$ cat config.mk
export PLATFORM = sky130hd
export DESIGN_NAME = dmem_arbiter
export DESIGN_NICKNAME = d
export VERILOG_FILES = /design/src/rtl/dmem_arb_pkg.sv /design/src/rtl/sat_counter.sv /design/src/rtl/dmem_arbiter.sv
export SDC_FILE = /design/constraint.sdc
export NUM_CORES = 1
export LEC_CHECK = 0
export BUFFER_PORTS_ARGS = -buffer_cell sky130_fd_sc_hd__buf_4
export CORE_AREA = 2 2 115 117
export DETAILED_ROUTE_END_ITERATION = 8
export DIE_AREA = 0 0 117 119
export GPL_ROUTABILITY_DRIVEN = 1
export PLACE_DENSITY_LB_ADDON = 0.2
export SYNTH_ARGS = -nofsm -noshare
export SYNTH_HDL_FRONTEND = slang
export SYNTH_SLANG_ARGS = --single-unit
$ cat constraint.sdc
create_clock -name clk -period 5.5 [get_ports clk]
set_clock_uncertainty 0.15 [all_clocks]
set_input_delay 0.55 -clock clk [delete_from_list [all_inputs] [get_ports clk]]
set_output_delay 0.55 -clock clk [all_outputs]
set_load 0.005 [all_outputs]
$ cat src/rtl/dmem_arb_pkg.sv
// Shared types and default sizing for the data-memory arbiter.
package dmem_arb_pkg;

    localparam int DEF_DATA_W    = 32;
    localparam int DEF_MAX_WAIT  = 4;
    localparam int DEF_BURST_MAX = 8;

    // ARB_CPU: CPU has priority; ARB_LOCK: loader owns memory for a burst.
    typedef enum logic {
        ARB_CPU  = 1'b0,
        ARB_LOCK = 1'b1
    } arb_state_t;

    // Bits needed to hold values 0..max inclusive.
    function automatic int cnt_width(input int max);
        return (max < 1) ? 1 : $clog2(max + 1);
    endfunction

endpackage

$ cat src/rtl/sat_counter.sv
// Saturating up-counter with synchronous clear (clear wins over increment).
module sat_counter #(
    parameter int WIDTH = 3,
    parameter int MAX   = 4
) (
    input  logic             clk,
    input  logic             rst_n,
    input  logic             clr,
    input  logic             inc,
    output logic [WIDTH-1:0] count
);

    localparam logic [WIDTH-1:0] MAX_V = WIDTH'(MAX);

    // Count up on inc, hold at MAX, return to zero on clr.
    always_ff @(posedge clk or negedge rst_n) begin
        if (!rst_n) begin
            count <= '0;
        end else if (clr) begin
            count <= '0;
        end else if (inc && (count != MAX_V)) begin
            count <= count + 1'b1;
        end
    end

endmodule

$ cat src/rtl/dmem_arbiter.sv
// Arbitrates the single-port data memory between the CPU and a loader/debug
// port. The CPU wins by default; an aging counter and locked bursts make sure
// the loader always progresses, and the CPU is stalled on every stolen cycle.
module dmem_arbiter
    import dmem_arb_pkg::*;
#(
    parameter int DATA_W    = DEF_DATA_W,
    parameter int MAX_WAIT  = DEF_MAX_WAIT,
    parameter int BURST_MAX = DEF_BURST_MAX
) (
    input  logic              clk,
    input  logic              rst,
    input  logic              cpu_req,
    input  logic              cpu_we,
    input  logic [DATA_W-1:0] cpu_addr,
    input  logic [DATA_W-1:0] cpu_wdata,
    output logic [DATA_W-1:0] cpu_rdata,
    output logic              cpu_stall,
    input  logic              ld_valid,
    output logic              ld_ready,
    input  logic              ld_we,
    input  logic              ld_lock,
    input  logic [DATA_W-1:0] ld_addr,
    input  logic [DATA_W-1:0] ld_wdata,
    output logic [DATA_W-1:0] ld_rdata,
    output logic              ld_rvalid,
    output logic              mem_we,
    output logic [DATA_W-1:0] mem_addr,
    output logic [DATA_W-1:0] mem_wdata,
    input  logic [DATA_W-1:0] mem_rdata
);

    localparam int WAIT_W  = cnt_width(MAX_WAIT);
    localparam int BURST_W = cnt_width(BURST_MAX);

    localparam logic [WAIT_W-1:0]  WAIT_LIM   = WAIT_W'(MAX_WAIT);
    localparam logic [BURST_W-1:0] BURST_LAST = BURST_W'(BURST_MAX - 1);
    localparam bit                 LOCK_OK    = (BURST_MAX > 1);

    arb_state_t         state;
    logic [WAIT_W-1:0]  wait_cnt;
    logic [BURST_W-1:0] burst_cnt;

    logic grant_ld;
    logic beat;
    logic lock_enter;
    logic lock_exit;

    // Loader wins when it owns a burst, when the CPU is idle, or once it has aged out.
    assign grant_ld  = ld_valid && ((state == ARB_LOCK) || !cpu_req || (wait_cnt == WAIT_LIM));
    assign ld_ready  = grant_ld && rst;
    assign beat      = ld_valid && ld_ready;
    assign cpu_stall = cpu_req && grant_ld;
    assign cpu_rdata = mem_rdata;

    // A burst ends on an unlocked beat, on its last allowed beat, or when the loader drops valid.
    assign lock_enter = (state == ARB_CPU) && beat && ld_lock && LOCK_OK;
    assign lock_exit  = (state == ARB_LOCK) &&
                        (!ld_valid || (beat && (!ld_lock || (burst_cnt == BURST_LAST))));

    // Steer the memory port to the granted requester; never write during reset.
    always_comb begin
        // NOTE: every output gets a default first so no path leaves it unassigned (no latch).
        mem_addr  = cpu_addr;
        mem_wdata = cpu_wdata;
        mem_we    = cpu_req && cpu_we;
        if (grant_ld) begin
            mem_addr  = ld_addr;
            mem_wdata = ld_wdata;
            mem_we    = ld_we;
        end
        if (!rst) begin
            mem_we = 1'b0;
        end
    end

    // Refused-cycle count: restarts on every beat and whenever the loader is idle.
    sat_counter #(
        .WIDTH (WAIT_W),
        .MAX   (MAX_WAIT)
    ) u_wait_cnt (
        .clk   (clk),
        .rst_n (rst),
        .clr   (beat || !ld_valid),
        .inc   (1'b1),
        .count (wait_cnt)
    );

    // Beats taken in the current burst; the entering beat counts as the first.
    sat_counter #(
        .WIDTH (BURST_W),
        .MAX   (BURST_MAX)
    ) u_burst_cnt (
        .clk   (clk),
        .rst_n (rst),
        .clr   (lock_exit),
        .inc   (lock_enter || ((state == ARB_LOCK) && beat)),
        .count (burst_cnt)
    );

    // Arbitration state plus the registered loader read-return path.
    always_ff @(posedge clk or negedge rst) begin
        if (!rst) begin
            state     <= ARB_CPU;
            ld_rdata  <= '0;
            ld_rvalid <= 1'b0;
        end else begin
            // NOTE: sequential state uses non-blocking assignments so all registers sample together.
            ld_rvalid <= beat && !ld_we;
            if (beat && !ld_we) begin
                ld_rdata <= mem_rdata;
            end
            if (lock_enter) begin
                state <= ARB_LOCK;
            end else if (lock_exit) begin
                state <= ARB_CPU;
            end
        end
    end

endmodule

[Word level (Yosys, flattened, before mapping)]
Cells that the tools add are included.
Cells by class
  bitwise operators: 1
  $add $sub $neg: 2
  multiplexer cells: 10
  reduce and logical (&&, ||, !) cells: 25
  equality and inequality tests: 4
Operator list (count)
  32-bit 2-to-1 mux: 2
  1-bit logical AND: 12
  4-bit 2-to-1 mux: 2
  1-bit logical OR: 6
  3-bit 2-to-1 mux: 2
  2-bit nonzero test: 3
  4-bit by 1-bit adder with 4-bit output (second input constant): 1
  4-bit by 3-bit == test with 1-bit output (second input constant): 1
  1-bit zero test: 4
  1-bit 2-to-1 mux: 4
  4-bit != test (second input constant): 1
  3-bit by 1-bit adder with 3-bit output (second input constant): 1
  3-bit == test (second input constant): 1
  3-bit != test (second input constant): 1
  1-bit inverter: 1
Storage, ports and cells
  register bits: 41
  word-level logic and storage cells: 47
  bits of input ports: 167
  output and inout port bits: 132

[Longest topological paths before layout]
  depth in word-level cells: 12
  mapped depth: 9
  mapped depth without buffers: 6

[Cells and area by module]
Synthesis repeated with hierarchy kept, for this count alone.
Second synthesis, totals
  cells, all modules: 242
  area, all modules: 3084.2 µm²
By module, submodules not included
  dmem_arbiter: sequential area each 850.8 µm², area an instance 2657.5 µm², times used 1, cells an instance 202
  sat_counter (u_burst_cnt): sequential area each 100.1 µm², area an instance 232.7 µm², times used 1, cells an instance 23
  sat_counter (u_wait_cnt): sequential area each 75.1 µm², area an instance 193.9 µm², times used 1, cells an instance 17

[Worst setup path after synthesis]
No wires, ideal clock.
  path kind: reg-to-output
  start: register u_wait_cnt.count[0]
  end: output mem_wdata[10]
  required time: 4800 ps
  path buffers: 3
  stages on the path, launching flop included: 9
  slack: 3100 ps
  arrival: 1700 ps
  path through: dfrtp_1 inv_1 ha_1 and2_1 buf_6 o21ai_2 buf_4 buf_4 mux2_2
On the way
  longest elaborated chain between the ends: 4
Ends and longest elaborated chain
  from (decl): line sat_counter.sv:10  | output logic [WIDTH-1:0] count
  from (signal assigned): line sat_counter.sv:22  | count <= count + 1'b1;
  3-bit == test: line dmem_arbiter.sv:50  | assign grant_ld = ld_valid && ((state == ARB_LOCK) || !cpu_req || (wait_cnt == WAIT_LIM));
  1-bit logical OR: line dmem_arbiter.sv:50
  1-bit logical AND: line dmem_arbiter.sv:50
  32-bit 2-to-1 mux: line dmem_arbiter.sv:67  | if (grant_ld) begin
  to (decl): line dmem_arbiter.sv:29  | output logic [DATA_W-1:0] mem_wdata,
Every way passes these cells.

[Worst setup path in the final report]
  start: register u_wait_cnt.count[0]
  end: output mem_addr[1]
On the way
  longest elaborated chain between the ends: 4
Ends and longest elaborated chain
  3-bit == test: line dmem_arbiter.sv:50
  1-bit logical OR: line dmem_arbiter.sv:50
  1-bit logical AND: line dmem_arbiter.sv:50
  32-bit 2-to-1 mux: line dmem_arbiter.sv:67
  to (decl): line dmem_arbiter.sv:28  | output logic [DATA_W-1:0] mem_addr,
Every way passes these cells.

==> flow_summary.ini <==
[power]
power_density_nw_per_um2 = 230
pwr-share-clk_pct = 24.8
irDropWorstVdd_v = 0.000117
switchingPower_w = 0.000310
combPwrFrac_pct = 40.9
p_seq_share_pct = 34.3
p_int_w = 0.000885
netSwitchingFraction_pct = 26.0
p_leak_nw = 2.74

[timing]
rsz0062_at_grt = no
hold_viol = 0
period_share_pct = 60.5
period_needed_ps = 3330
tns_ps = 0
fmax_mhz = 301
worst_pin_slew_ps = 845
drv_slew = 0
whs_ps = 118
finalSetupViolations = 0
max_slew_margin_pct = 43.7

[final_layout]
n_fill_cell = 1284
final_cell_area_um2 = 5200
final_cell_mix = buf_4 (299), mux2_2 (54), dfrtp_1 (41), mux2_4 (29), mux2_1 (13)
nNetsFinal = 671
layout-drive-gt1-share_pct = 78.8
regArea_um2 = 1030
final_common_cell = buf_4
area_growth_pct = 76.8
multi_input_area_um2 = 1520
antenna_cells = 0

[clocking]
clock_latency_ps = 270
cts_resized = 0
clk_pin_slew_ps = 60
cts_tree = yes
cts_inserted_buffers = 5
cts_hold_buf = 0
clockBufferDepth = 2
h-tree-depth = 2
cts_setup_buffers = 0
cts_root_buffer = clkbuf_16
clock_sinks = 41

[critical_path]
cp_data_required_time_ps = 4800
crit_family = buffers and inverters
critPathBufInv = 3
slowest_stage = buf_4
critical_path_arrival_ps = 2630
worstPathCellList = inv_1 -> ha_1 -> and2_1 -> o21ai_4 -> buf_4 -> mux2_2 -> buf_4
cpMostUsedCell = buf_4
start_kind = flop
critical_path_class = flop to output port
crit_path_max_fanout = 67
crit_path_end_kind = output port
max_stage_delay_ps = 650

[logic_synthesis]
synth_cells = 238
syn-num-nets = 409
synth_top_area_share_pct = 34.9
ys_types = 34
seq_area_frac_synth_pct = 34.9
synth_top_area_cell = dfrtp_1
synth_area_um2 = 2940
ys_warn_count = 0
ys_ff_latch = 41
synth_area_leaders = dfrtp_1 (35%), mux2_2 (21%), mux2_4 (15%), buf_4 (9.2%), mux2_1 (5.0%)
synth_area_per_cell_um2 = 12.4

[grt]
grt.overflow.total = 0
grt_max_degree = 68
antenna_found_initial = 0
grt_pass1_wl_um = 13800
grt_usage_pct = 12.6
grt_pass1_vias = 2769

[route]
avgRoutedWirePerCell_um = 14.2
drt_iter0_markers = 88
postRouteAntennaNets = 0
drt_pass1_iterations = 4
routed_via_density = 4.06
wirelength_um = 9650
drc_errors = 0
vias = 2746

[place]
placed_area_um2 = 5040
gp_congestion = 0.780
port_buffers = 298
post-dp-hpwl_um = 7960

[floorplan]
die_y_um = 119
rows = 42
initial_core_util_pct = 22.8
io-pin-count = 299
die_width_um = 117
core_area_um2 = 12900
dieArea_um2 = 13900

[job]
maxCapViolations = 0

[outcome]
outcome = completed

[min_path]
hold_path.class = primary input to asynchronous set/reset pin
## registers in the layout, indices dropped and copies added (netlist names)
signal / cells
state: 1
u_wait_cnt.count: 3
u_burst_cnt.count: 4
ld_rvalid: 1
ld_rdata: 32
## worst paths after layout
path | start | endpoint | slack [ps] | cells after the start
setup / recovery | u_wait_cnt.count[0] | mem_addr[1] | 2170 | 7
hold / removal | rst | ld_rdata[18] | 120 | 1
setup reg to reg | u_wait_cnt.count[0] | ld_rdata[22] | 3100 | 6
hold reg to reg | ld_rdata[31] | ld_rdata[31] | 360 | 1
max in group asynchronous | rst | u_burst_cnt.count[2] | 4660 | 1
min in group clk | ld_rdata[31] | ld_rdata[31] | 360 | 1
## synthesized netlist by cell type (all sizes together)
| cell | instances |
|---|---|
| a21oi | 4 |
| a31oi | 1 |
| and2 | 1 |
| and3 | 1 |
| buf | 44 |
| dfrtp | 41 |
| ha | 4 |
| inv | 9 |
| mux2 | 96 |
| nand2 | 5 |
| nand2b | 4 |
| nand3 | 3 |
| nand4 | 1 |
| nand4b | 1 |
| nor2 | 6 |
| nor3 | 2 |
| o211a | 1 |
| o211ai | 2 |
| o21a | 2 |
| o21ai | 6 |
| or2 | 1 |
| or3 | 1 |
| xnor2 | 1 |
| xor2 | 1 |
## per-stage QoR
step | worst slack, ps | std cells | utilization (%) | power (W)
detailed placement | 2460 | 669 | 39.2 | 0.000908
global route | 2060 | 677 | 40.4 | 0.00126
finish | 2170 | 677 | 40.4 | 0.00120
floorplan | 3100 | 238 | - | 0.000623
global placement | 2500 | 669 | 39.2 | 0.000904
CTS | 2170 | 677 | 40.4 | 0.00121
## worst register-to-register path: cells and delay by family, from the launching register on
family,cells,cell delay [ps]
compound gates,1,260
fa+ha+maj,1,210
buf+inv,1,70
flops,1,340
mux,1,450
simple gates,2,810
## cell families (layout without fill, tap and decap cells)
| kind of cell | count (synthesis) | after routing | share of synthesized area, % |
|---|---|---|---|
| muxes | 96 | 96 | 40.5 |
| AOI/OAI and AO/OA | 16 | 16 | 3.87 |
| buffers and inverters | 53 | 316 | 13.7 |
| xor gates and xnor gates | 2 | 2 | 0.596 |
| adders and majority gates | 4 | 4 | 1.70 |
| DFF | 41 | 41 | 34.9 |
| and+or+nand+nor | 26 | 26 | 4.81 |
## power groups by stage
stage | clock (W) | sequential [W] | combinational, W
after global routing | 0.000317 | 0.000419 | 0.000528
after floorplan | 0 | 0.000417 | 0.000206
after CTS | 0.000304 | 0.000410 | 0.000497
after detailed placement | 0 | 0.000415 | 0.000493
final | 0.000297 | 0.000410 | 0.000488
after global placement | 0 | 0.000413 | 0.000491
## metal layers
metal  GRT usage, %  wire, um  part of all wire (%)  vias up
li1               -         -                     -     1324
met1           15.4      3890                    40     1284
met2           22.1      4820                    50      130
met4           2.65       114                   1.2        0
met5              0         0                     0        -
met3           3.16       823                   8.5        8
## final cells by class
class	count	share of cell area, %
clock buffer	6	2.67
clock inverter	2	0.265
inverter	9	0.650
multi-input combinational	144	29.2
sequential	41	19.7
tap	176	4.24
timing repair buffer	299	43.2
No activity file was read; power rests on OpenSTA's default activity.
